--- src/rtl/bios_loader.sv ---
// Boot-time sequencer: streams the boot ROM image into memory at BASE and holds the CPU
// in reset until every word has been accepted by the memory write port.
module bios_loader #(
    parameter int unsigned    DW   = 8,
    parameter int unsigned    AW   = 14,
    parameter int unsigned    MAW  = 20,
    parameter logic [MAW-1:0] BASE = 20'hFC000
) (
    input  logic           clock,
    input  logic           reset,
    input  logic           start,
    output logic           rom_ce,
    input  logic [DW-1:0]  rom_data,
    input  logic [AW-1:0]  rom_addr,
    output logic [MAW-1:0] mem_addr,
    output logic [DW-1:0]  mem_wdata,
    output logic           mem_wr,
    input  logic           mem_ack,
    output logic           busy,
    output logic           done,
    output logic           cpu_reset
);

    typedef enum logic [2:0] {StIdle, StPrime, StLatch, StWrite, StDone} state_e;

    localparam logic [AW:0]   NumWords = {1'b1, {AW{1'b0}}};
    localparam logic [AW:0]   LastWord = {1'b0, {AW{1'b1}}};
    localparam logic [AW:0]   CntOne   = {{AW{1'b0}}, 1'b1};
    localparam logic [AW-1:0] AddrOne  = {{(AW-1){1'b0}}, 1'b1};

    state_e         state_q, state_d;
    logic [AW:0]    cnt_q, cnt_d, cnt_inc;
    logic [MAW-1:0] addr_q, addr_d;
    logic [DW-1:0]  wdata_q, wdata_d;
    logic           wr_q, wr_d;
    logic           done_q, done_d;
    logic           cpu_reset_q, cpu_reset_d;
    logic [AW-1:0]  rom_off;

    // The ROM has already advanced past the word it presents, so its offset is one behind.
    assign rom_off = rom_addr - AddrOne;
    assign cnt_inc = cnt_q + CntOne;

    always_comb begin
        state_d     = state_q;
        cnt_d       = cnt_q;
        addr_d      = addr_q;
        wdata_d     = wdata_q;
        wr_d        = wr_q;
        done_d      = done_q;
        cpu_reset_d = cpu_reset_q;
        rom_ce      = 1'b0;
        busy        = 1'b0;
        unique case (state_q)
            StIdle: begin
                if (start) begin
                    cnt_d   = '0;
                    state_d = StPrime;
                end
            end
            StPrime: begin
                busy    = 1'b1;
                rom_ce  = 1'b1;
                state_d = StLatch;
            end
            StLatch: begin
                busy    = 1'b1;
                rom_ce  = (cnt_q != LastWord);
                wdata_d = rom_data;
                addr_d  = BASE + {{(MAW-AW){1'b0}}, rom_off};
                wr_d    = 1'b1;
                state_d = StWrite;
            end
            StWrite: begin
                busy = 1'b1;
                if (mem_ack) begin
                    wr_d  = 1'b0;
                    cnt_d = cnt_inc;
                    if (cnt_inc == NumWords) begin
                        done_d      = 1'b1;
                        cpu_reset_d = 1'b0;
                        state_d     = StDone;
                    end else begin
                        state_d = StLatch;
                    end
                end
            end
            StDone: begin
                if (start) begin
                    done_d      = 1'b0;
                    cpu_reset_d = 1'b1;
                    cnt_d       = '0;
                    state_d     = StPrime;
                end
            end
            default: state_d = StIdle;
        endcase
    end

    always_ff @(posedge clock) begin
        if (reset) begin
            state_q     <= StIdle;
            cnt_q       <= '0;
            addr_q      <= '0;
            wdata_q     <= '0;
            wr_q        <= 1'b0;
            done_q      <= 1'b0;
            cpu_reset_q <= 1'b1;
        end else begin
            state_q     <= state_d;
            cnt_q       <= cnt_d;
            addr_q      <= addr_d;
            wdata_q     <= wdata_d;
            wr_q        <= wr_d;
            done_q      <= done_d;
            cpu_reset_q <= cpu_reset_d;
        end
    end

    assign mem_addr  = addr_q;
    assign mem_wdata = wdata_q;
    assign mem_wr    = wr_q;
    assign done      = done_q;
    assign cpu_reset = cpu_reset_q;

endmodule

--- config.mk ---
export PLATFORM = sky130hd
export DESIGN_NAME = bios_loader
export DESIGN_NICKNAME = d
export VERILOG_FILES = /design/src/rtl/bios_loader.sv
export SDC_FILE = /design/constraint.sdc
export NUM_CORES = 1
export LEC_CHECK = 0
export BUFFER_PORTS_ARGS = -buffer_cell sky130_fd_sc_hd__buf_2
export CORE_UTILIZATION = 30
export DETAILED_ROUTE_END_ITERATION = 10
export GPL_TIMING_DRIVEN = 0
export SLEW_MARGIN = 0
export SYNTH_ARGS = -nofsm -noshare
export SYNTH_HDL_FRONTEND = slang
export SYNTH_SLANG_ARGS = --single-unit
export TNS_END_PERCENT = 100
--- constraint.sdc ---
create_clock -name clock -period 2.5 [get_ports clock]
set_clock_uncertainty 0.2 [all_clocks]
set_input_delay 0 -clock clock [delete_from_list [all_inputs] [get_ports clock]]
set_output_delay 0 -clock clock [all_outputs]
set_load 0.05 [all_outputs]
# Word-level counts from Yosys, hierarchy flattened
# Cells that the tools add are included.
# Widths: inputs -> output; s select.
dict set report op_classes {
  mux 19
  div_mod_pow 0
  addsub 3
  n_eq_ne 10
  n_lt_le_gt_ge 0
  bitwise 0
  n_reduce_logical 10
  n_shift 0
  n_mul 0
}
# op count
set op_table {}
lappend op_table {{$mux 15} 2}
lappend op_table {{$pmux 15 s2} 1}
lappend op_table {{$add 15x15->16 const A} 1}
lappend op_table {{$add 15x1->15 const B} 1}
lappend op_table {{$eq 15x15->1 const B} 1}
lappend op_table {{$ne 15x14->1 const B} 1}
lappend op_table {{$sub 14x1->14 const B} 1}
lappend op_table {{$pmux 3 s4} 1}
lappend op_table {{$mux 3} 3}
lappend op_table {{$mux 1} 8}
lappend op_table {{$pmux 1 s2} 4}
lappend op_table {{$eq 3x2->1 const B} 2}
lappend op_table {{$ne 2x2->1 const B} 3}
lappend op_table {{$reduce_bool 2->1} 3}
lappend op_table {{$reduce_and 2->1} 2}
lappend op_table {{$reduce_and 4->1} 1}
lappend op_table {{$eq 3x1->1 const B} 1}
lappend op_table {{$eq 3x3->1 const B} 1}
lappend op_table {{$logic_not 3->1} 1}
lappend op_table {{$reduce_and 3->1} 1}
lappend op_table {{$reduce_or 3->1} 1}
lappend op_table {{$ne 2x1->1 const B} 1}
lappend op_table {{$reduce_or 2->1} 1}
dict set report totals {
  romBits 0
  n_memories 0
  in_bits 26
  output_inout_bits 33
  register_bits 49
  latchBits 0
  ramBits 0
  word_cells 49
}

# Longest topological paths before layout
# Gate-level depths: netlist of the first run.
dict set report depth {
  ltp_word 5
  mapped_depth 7
  depth_no_buf 7
}

# Least setup slack after synthesis of the first run
# Ideal clock, no wire load.
dict set report synth_path {
  path_type {flip-flop to flip-flop}
  start {reg cnt_q[0]}
  end {reg state_q[1]}
  t_arrival_ps 1877
  setup_slack_ps 309
  required_ps 2185
  setup_time_ps 115
  stages_incl_launch_ff 8
  path_buffers 1
  synth_period_minus_slack_ps 2191
  path_cell_list {dfxtp_1 > ha_1 > buf_2 > xor2_1 > or4_4 > a2111oi_4 > nand3b_2 > o21a_1}
}
dict set report synth_between {
  elab_chain_cells 5
}
# element line_no
set synth_rtl {}
lappend synth_rtl {{start, declared} 32} ;# logic [AW:0] cnt_q, cnt_d, cnt_inc;
lappend synth_rtl {{start signal, assigned} 111} ;# cnt_q <= cnt_d;
lappend synth_rtl {{$add 15x1->15} 42} ;# assign cnt_inc = cnt_q + CntOne;
lappend synth_rtl {{$eq 15x15->1} 79} ;# if (cnt_inc == NumWords) begin
lappend synth_rtl {{$mux 3} 79}
lappend synth_rtl {{$mux 3} 76} ;# if (mem_ack) begin
lappend synth_rtl {{$pmux 3 s4} 54} ;# unique case (state_q)
lappend synth_rtl {{end signal, assigned} 102} ;# state_q <= StIdle;
lappend synth_rtl {{end signal, assigned} 110} ;# state_q <= state_d;
lappend synth_rtl {{end, declared} 31} ;# state_e state_q, state_d;
# Every way passes these cells. The select of a mux whose other input is x is not followed.
# A chain may end at the register's enable or synchronous reset.

# Worst setup path after layout of the first run
dict set report layout_path {
  start {in rom_addr[3]}
  end {reg addr_q[9] (netlist: mem_addr[9])}
}
dict set report layout_between {
  elab_chain_cells 2
}
# element line_no
set layout_rtl {}
lappend layout_rtl {{start, declared} 14} ;# input logic [AW-1:0] rom_addr,
lappend layout_rtl {{$sub 14x1->14} 41} ;# assign rom_off = rom_addr - AddrOne;
lappend layout_rtl {{$add 15x15->16} 70} ;# addr_d = BASE + {{(MAW-AW){1'b0}}, rom_off};
lappend layout_rtl {{end signal, assigned} 112} ;# addr_q <= addr_d;
lappend layout_rtl {{end, declared} 33} ;# logic [MAW-1:0] addr_q, addr_d;
# Every way passes these cells.

==> out/summary.txt, run 1 <==
====================================================================================
Run status ............................................................    completed
Source of the worst register-to-register timing path .................. cnt_q[0]$_SDFFE_PP0P_
Accumulated negative setup slack ......................................         0 ns
Slack of the worst reg-to-reg path ....................................      0.14 ns
Initial antenna violation count .......................................            0
Total length of routed wires ..........................................      6270 µm
Maximum fanout along the worst path ...................................            4
Switch share ..........................................................        35.3%
Total buffers and inverters traversed by the critical path ............            3
Unrepaired setup endpoints after global routing .......................        false
Post-synthesis cell count .............................................          285
Remaining antenna violation count after routing .......................            0
Commonest cells after routing, fill and taps aside .................... sky130_fd_sc_hd__buf_2 (61), sky130_fd_sc_hd__nor2_1 (45), sky130_fd_sc_hd__dfxtp_1 (42)
End point of the most critical hold path .............................. done$_SDFFE_PP0P_
Share of power burned in combinational logic ..........................        27.7%
Worst-path cell chain ................................................. dlygate4sd3_1 > buf_2 > or4_4 > nand2b_4 > nor2_1 > xnor2_1 > dlygate4sd3_1 > a211oi_1
Distinct cells, synth .................................................           52
Delay of the slowest cell on the worst path ...........................      0.55 ns
Max_cap viols .........................................................            0
Drt first-iter violations .............................................           86
Count of input and output buffers .....................................           57
Fill cell total of the finished layout ................................          740
Number of setup violations in the final report ........................            0
Syn_area_per_cell .....................................................     8.03 µm²
Most frequently used flop master after synthesis ...................... sky130_fd_sc_hd__dfxtp_1
Final period util .....................................................        95.3%
Via count of the routed design ........................................         2366
Global-route wire length before repair ................................      9830 µm
Clock network latency to the later pin of the worst-skew pair .........      0.30 ns
Data arrival time of the worst path ...................................      2.39 ns
Sinks on the clock net ................................................           44
Total Power Consumption ...............................................    0.00172 W
Clock tree from TritonCTS .............................................          yes
Starting density of the core ..........................................        31.2%
Floorplan die height ..................................................      89.3 µm
Number of buffers on the longest clock path ...........................            2
Number of cells on the worst reg-to-reg path ..........................            7
Worst Setup End Kind ..................................................    flip-flop
Net count of the mapped netlist .......................................          313
Most common library cell in the layout ignoring fill and taps ......... sky130_fd_sc_hd__buf_2
GRT Util Overall ......................................................        15.9%
Final Hold Vio Count ..................................................            0
Placeable Area ........................................................     7330 µm²
Via count normalized by instance count ................................         4.94
Slowest cell on the critical path ..................................... sky130_fd_sc_hd__dlygate4sd3_1
Power per unit of standard cell area ..................................   553 nW/µm²
Minimum clock period after layout .....................................      2.38 ns
Setup crit start kind .................................................    input pin
HPWL after detailed placement .........................................      4170 µm
Delay-heaviest family, CP ............................................. buffers and inverters
Max-slew headroom .....................................................        58.9%
Area added between synthesis and finish ...............................        35.6%
Proportion of synthesized flip-flops having asynchronous set or reset .           0%
Seq cells post-synth ..................................................           44
Proportion of layout cells with a drive suffix above 1 ................        23.9%
Overall overflow remaining after global route .........................            0
Switching power summed over all nets ..................................   0.000605 W
Width of the die ......................................................      89.3 µm
Number of buffers added for setup after CTS ...........................            0
CTS clk-pin slew, worst paths .........................................      0.09 ns
Worst r2r dst ......................................................... state_q[1]$_SDFFE_PP0P_
Net count reported at finish ..........................................          407
Pint ..................................................................    0.00111 W
Antenna diode count ...................................................            0
Vias in the first global route ........................................         2034
Worst Path Class, Setup ............................................... input pin to flip-flop
Critical Path RT ......................................................      2.51 ns
RePlAce Congestion ....................................................        0.757
Number of warnings reported in the yosys synthesis log ................            0
Pleak .................................................................      1.27 nW
Slew Limit Fails ......................................................            0
H-Tree Level Count ....................................................            2
Worst Tran Pin Value ..................................................     0.611 ns
Die footprint .........................................................     7980 µm²
Number of buffers inserted during clock tree synthesis ................            5
Worst hold start ...................................................... done$_SDFFE_PP0P_
Post-route DRC ........................................................            0
Post-synth EDFFs ......................................................            0
Most numerous cell on the critical path ............................... sky130_fd_sc_hd__dlygate4sd3_1
Max frequency .........................................................      420 MHz
Maximum number of pins on one net before global-route repair ..........           14
Hold path depth .......................................................            2
Std cell rows .........................................................           31
Hold Path Class ....................................................... flip-flop to flip-flop
Peak supply drop ......................................................     0.300 mV
Total standard cell area after synthesis ..............................     2290 µm²
Mean routed wirelength per cell .......................................      13.1 µm
Seq/Total Area, Yosys .................................................        38.5%
I/O pins ..............................................................           59
Sequential Power Share ................................................        44.5%
Number of detailed-routing iterations run before antenna repair .......            6
Root buf cell ......................................................... sky130_fd_sc_hd__clkbuf_8
Clock power frac ......................................................        27.9%
====================================================================================
-- power groups by stage --
stage                     combinational (W)  clock (W)  sequential (W)
after global routing               0.000507   0.000510        0.000769
final                              0.000475   0.000478        0.000764
after detailed placement           0.000432          0        0.000780
after floorplan                    0.000192          0        0.000904
after global placement             0.000428          0        0.000779
after CTS                          0.000470   0.000490        0.000764
-- cell type report --
class,count,area [µm²],share of cell area [%]
Clock buffer,7,86.3,2.78
Timing Repair Buffer,87,586,18.9
Multi-Input combinational cell,210,1270,41.1
Sequential cell,44,883,28.5
Tap cell,99,124,3.99
Inverter,8,30.0,0.968
Clock inverter,1,7.51,0.242
Buffer,23,111,3.59
-- metrics by stage --
stage                     util (%)  instance area [µm²]  hold slack, ns  std cells  worst slack (ns)
final                         42.3                 3100           0.249        479             0.118
after global routing          42.3                 3100           0.272        479            0.0388
after CTS                     42.2                 3090           0.254        479            0.0329
after detailed placement      36.8                 2700          0.0472        441            0.0744
after global placement        36.8                 2700          0.0333        441            0.0737
after floorplan                  -                 2290          -0.104        285             0.309
-- registers in the layout, indices dropped and copies added, names as in the netlist --
| name | flops |
|---|---|
| mem_addr | 15 |
| mem_wr | 1 |
| done | 1 |
| cpu_reset | 1 |
| mem_wdata | 8 |
| cnt_q | 15 |
| state_q | 3 |
-- metal layers --
layer	global-route usage, %	up-vias	wire (µm)
met3	2.68	7	233
met5	0	-	0
met4	4.62	0	66
li1	-	1188	-
met1	20.2	1115	2890
met2	27.6	56	3090
-- cells in the mapped netlist, types with 2 or more instances --
library cell,n,area (µm²)
sky130_fd_sc_hd__nand2_1,28,105
sky130_fd_sc_hd__a211oi_1,13,97.6
sky130_fd_sc_hd__nor2_1,45,169
sky130_fd_sc_hd__buf_4,5,37.5
sky130_fd_sc_hd__xor2_1,5,43.8
sky130_fd_sc_hd__dfxtp_1,44,881
sky130_fd_sc_hd__nor4_1,3,18.8
sky130_fd_sc_hd__nand4b_1,2,17.5
sky130_fd_sc_hd__nand3_1,8,40.0
sky130_fd_sc_hd__nor3_1,8,40.0
sky130_fd_sc_hd__or4_4,2,22.5
sky130_fd_sc_hd__ha_1,2,25.0
sky130_fd_sc_hd__a31oi_1,3,18.8
sky130_fd_sc_hd__mux2i_1,2,20.0
sky130_fd_sc_hd__clkbuf_1,13,48.8
sky130_fd_sc_hd__inv_1,8,30.0
sky130_fd_sc_hd__buf_2,4,20.0
sky130_fd_sc_hd__nand4_1,3,18.8
sky130_fd_sc_hd__and3_2,2,15.0
sky130_fd_sc_hd__a311oi_1,3,26.3
sky130_fd_sc_hd__o21ai_0,11,55.1
sky130_fd_sc_hd__xnor2_1,10,87.6
sky130_fd_sc_hd__or3_1,4,25.0
sky130_fd_sc_hd__a21oi_1,27,135
sky130_fd_sc_hd__a22oi_1,3,22.5
-- worst min-delay path: cells and delay by family, from the launching register on --
family / cells / cell delay (ns)
AOI/OAI and AO/OA: 1 / 0.05
DFF: 1 / 0.32
and+or+nand+nor: 1 / 0.05
-- timing repair --
| action | CTS | global route |
|---|---|---|
| hold buffers | 30 | 0 |
| setup endpoints to repair | 0 | 1 |
| resized for setup | 0 | 3 |
| hold endpoints to repair | 28 | 0 |
-- worst max path at each step --
stage / startpoint / to / cells past startpoint
4_1_cts: cnt_q[0]$_SDFFE_PP0P_ / state_q[1]$_SDFFE_PP0P_ / 7
5_1_grt: cnt_q[0]$_SDFFE_PP0P_ / state_q[1]$_SDFFE_PP0P_ / 7
6_report: rom_addr[3] / mem_addr[9]$_SDFFE_PP0P_ / 8
3_3_place_gp: cnt_q[0]$_SDFFE_PP0P_ / state_q[1]$_SDFFE_PP0P_ / 7
3_5_place_dp: cnt_q[0]$_SDFFE_PP0P_ / state_q[1]$_SDFFE_PP0P_ / 7
2_1_floorplan: cnt_q[0]$_SDFFE_PP0P_ / state_q[1]$_SDFFE_PP0P_ / 7
-- cell families after synthesis --
group	Yosys count	synth area share, %
simple gates	121	27.7
compound gates	70	20.0
flops	44	38.5
buf+inv	31	6.18
xor+xnor	15	5.74
mux	2	0.875
fa+ha+maj	2	1.09
No activity file was read; power rests on OpenSTA's default activity.
==> run 2: changes to the inputs <==
--- a/config.mk
+++ b/config.mk
@@ -9,6 +9,7 @@
 export CORE_UTILIZATION = 30
 export DETAILED_ROUTE_END_ITERATION = 10
 export GPL_TIMING_DRIVEN = 0
+export PLACE_DENSITY_LB_ADDON = 0.05
 export SLEW_MARGIN = 0
 export SYNTH_ARGS = -nofsm -noshare
 export SYNTH_HDL_FRONTEND = slang
==> run 2 against run 1 <==
Routed wire length is 0.30% lower. Sequential cell count stayed put. Global-route usage is 0.29 points higher. Clock power is 16% higher. Non-clock buffer count is 1 higher. Count of clock-buffer cells in the layout is 1 lower. Register-to-register slack worse by 0.06 ns. Sequential share of layout area is 0.27 points lower. Power is 4.2% higher.
==> out/summary.txt, run 2 (synthesis results as in run 1) <==
==============================================================================
Commonest cells after routing, fill and taps aside .............. sky130_fd_sc_hd__buf_2 (61), sky130_fd_sc_hd__nor2_1 (45), sky130_fd_sc_hd__dfxtp_1 (43)
GRT Util Overall ................................................        16.2%
Number of buffers on the longest clock path .....................            2
Total met3 wirelength after detailed routing ....................       240 µm
Clock network latency to the later pin of the worst-skew pair ...      0.30 ns
Maximum fanout along the worst path .............................            8
Critical Path RT ................................................      2.50 ns
Worst Path Class, Setup ......................................... flip-flop to flip-flop
CTS clk-pin slew, worst paths ...................................      0.09 ns
Met1 Routed Length ..............................................      3150 µm
Max frequency ...................................................      413 MHz
Worst Setup End Kind ............................................    flip-flop
Worst-path cell chain ........................................... ha_1 > buf_2 > nand4_4 > nor4_2 > xor2_1 > or3b_1 > o21a_1
I/O pins ........................................................           59
Number of detailed-routing iterations run before antenna repair .            4
Drt first-iter violations .......................................           68
Hold Path Class ................................................. flip-flop to flip-flop
Number of setup violations in the final report ..................            0
Std cell rows ...................................................           31
Starting density of the core ....................................        31.2%
Delay of the slowest cell on the worst path .....................      0.43 ns
Top routing layer in use ........................................         met4
Root buf cell ................................................... sky130_fd_sc_hd__clkbuf_8
Via count normalized by instance count ..........................         4.82
Run status ......................................................    completed
Overall overflow remaining after global route ...................            0
Final Instance Area .............................................     3130 µm²
Sinks on the clock net ..........................................           44
Setup slack after placement .....................................    0.0604 ns
Number of buffers inserted during clock tree synthesis ..........            5
Pleak ...........................................................      1.27 nW
Post-placement cell area ........................................     2700 µm²
Source of the worst register-to-register timing path ............ cnt_q[1]$_SDFFE_PP0P_
Slowest cell on the critical path ............................... sky130_fd_sc_hd__dfxtp_1
Proportion of layout cells with a drive suffix above 1 ..........        24.1%
Floorplan die height ............................................      89.3 µm
Via count of the routed design ..................................         2315
Data arrival time of the worst path .............................      2.42 ns
Worst r2r dst ................................................... state_q[1]$_SDFFE_PP0P_
Max-slew headroom ...............................................        61.0%
Peak supply drop ................................................     0.267 mV
Maximum number of pins on one net before global-route repair ....           14
Final Hold Vio Count ............................................            0
Slew Limit Fails ................................................            0
Setup crit start kind ...........................................    flip-flop
Setup ws final ..................................................    0.0811 ns
Most common library cell in the layout ignoring fill and taps ... sky130_fd_sc_hd__buf_2
Detailed route wirelength on metal2 .............................      2780 µm
Mean routed wirelength per cell .................................      13.0 µm
Max_cap viols ...................................................            0
Final period util ...............................................        96.8%
Remaining antenna violation count after routing .................            0
Count of input and output buffers ...............................           57
Die footprint ...................................................     7980 µm²
Global-route wire length before repair ..........................      9750 µm
Area added between synthesis and finish .........................        36.7%
Post-route DRC ..................................................            0
Net count reported at finish ....................................          408
Worst Tran Pin Value ............................................     0.580 ns
Vias in the first global route ..................................         1981
RePlAce Congestion ..............................................        0.778
Hold path depth .................................................            2
HPWL after detailed placement ...................................      4260 µm
Worst hold start ................................................ cpu_reset$_SDFFE_PP1P_
Unrepaired setup endpoints after global routing .................        false
Minimum clock period after layout ...............................      2.42 ns
Antenna diode count .............................................            0
Power per unit of standard cell area ............................   572 nW/µm²
Total Power Consumption .........................................    0.00179 W
End point of the most critical hold path ........................ cpu_reset$_SDFFE_PP1P_
Slack of the worst reg-to-reg path ..............................      0.08 ns
Initial antenna violation count .................................            0
Width of the die ................................................      89.3 µm
Placeable Area ..................................................     7330 µm²
Clock tree from TritonCTS .......................................          yes
Core occupancy in the finished layout ...........................        42.7%
Number of cells on the worst reg-to-reg path ....................            7
Accumulated negative setup slack ................................         0 ns
H-Tree Level Count ..............................................            2
Total length of routed wires ....................................      6260 µm
==============================================================================
==> run 2: layout make-up <==
class	instances	area, µm²
Buffer	23	111
Clock buffer	6	72.6
Clock inverter	2	35.0
Fill cell	760	4200
Inverter	8	30.0
Multi-Input combinational cell	210	1280
Sequential cell	44	882
Tap cell	99	124
Timing Repair Buffer	88	593
==> run 2: where the power goes <==
group          switching, W  leakage (nW)  total, W  internal [W]
combinational      0.000326         0.855  0.000470      0.000144
clock              0.000258        0.0552  0.000555      0.000297
sequential        0.0000223         0.358  0.000763      0.000741
total              0.000606          1.27   0.00179       0.00118
==> run 2: metal layers <==
layer  GRT usage (%)  vias up
li1                -     1195
met2            24.1       48
met4            6.20        0
met1            22.6     1065
met5               0        -
met3            3.60        7
==> run 2: how the worst max path moves through the flow <==
stage | start | end | slack (ns) | depth (start not counted)
final | cnt_q[1]$_SDFFE_PP0P_ | state_q[1]$_SDFFE_PP0P_ | 0.08 | 7
after global routing | cnt_q[1]$_SDFFE_PP0P_ | state_q[1]$_SDFFE_PP0P_ | 0.01 | 7
after CTS | cnt_q[0]$_SDFFE_PP0P_ | state_q[1]$_SDFFE_PP0P_ | 0.03 | 7
after detailed placement | cnt_q[0]$_SDFFE_PP0P_ | state_q[1]$_SDFFE_PP0P_ | 0.06 | 7
after global placement | cnt_q[0]$_SDFFE_PP0P_ | state_q[1]$_SDFFE_PP0P_ | 0.05 | 7
after floorplan | cnt_q[0]$_SDFFE_PP0P_ | state_q[1]$_SDFFE_PP0P_ | 0.31 | 7
==> run 2: metrics by stage <==
stage	hold slack [ns]	std cells
2_1_floorplan	-0.104	285
3_3_place_gp	0.0413	441
3_5_place_dp	0.0472	441
4_1_cts	0.249	479
5_1_grt	0.271	480
6_report	0.243	480
==> run 2: critical path: cells and delay by family, from the launching register on <==
| kind | cells | cell delay (ns) |
|---|---|---|
| buf+inv | 1 | 0.22 |
| fa+ha+maj | 1 | 0.18 |
| simple gates | 3 | 0.85 |
| compound gates | 1 | 0.17 |
| flops | 1 | 0.43 |
| xor+xnor | 1 | 0.26 |
==> run 2: what timing repair did <==
item	4_1_cts	5_1_grt
resized for setup	0	3
setup buffers	0	1
hold buffers	30	0
setup endpoints to repair	0	2
endpoints found under the hold margin	28	0
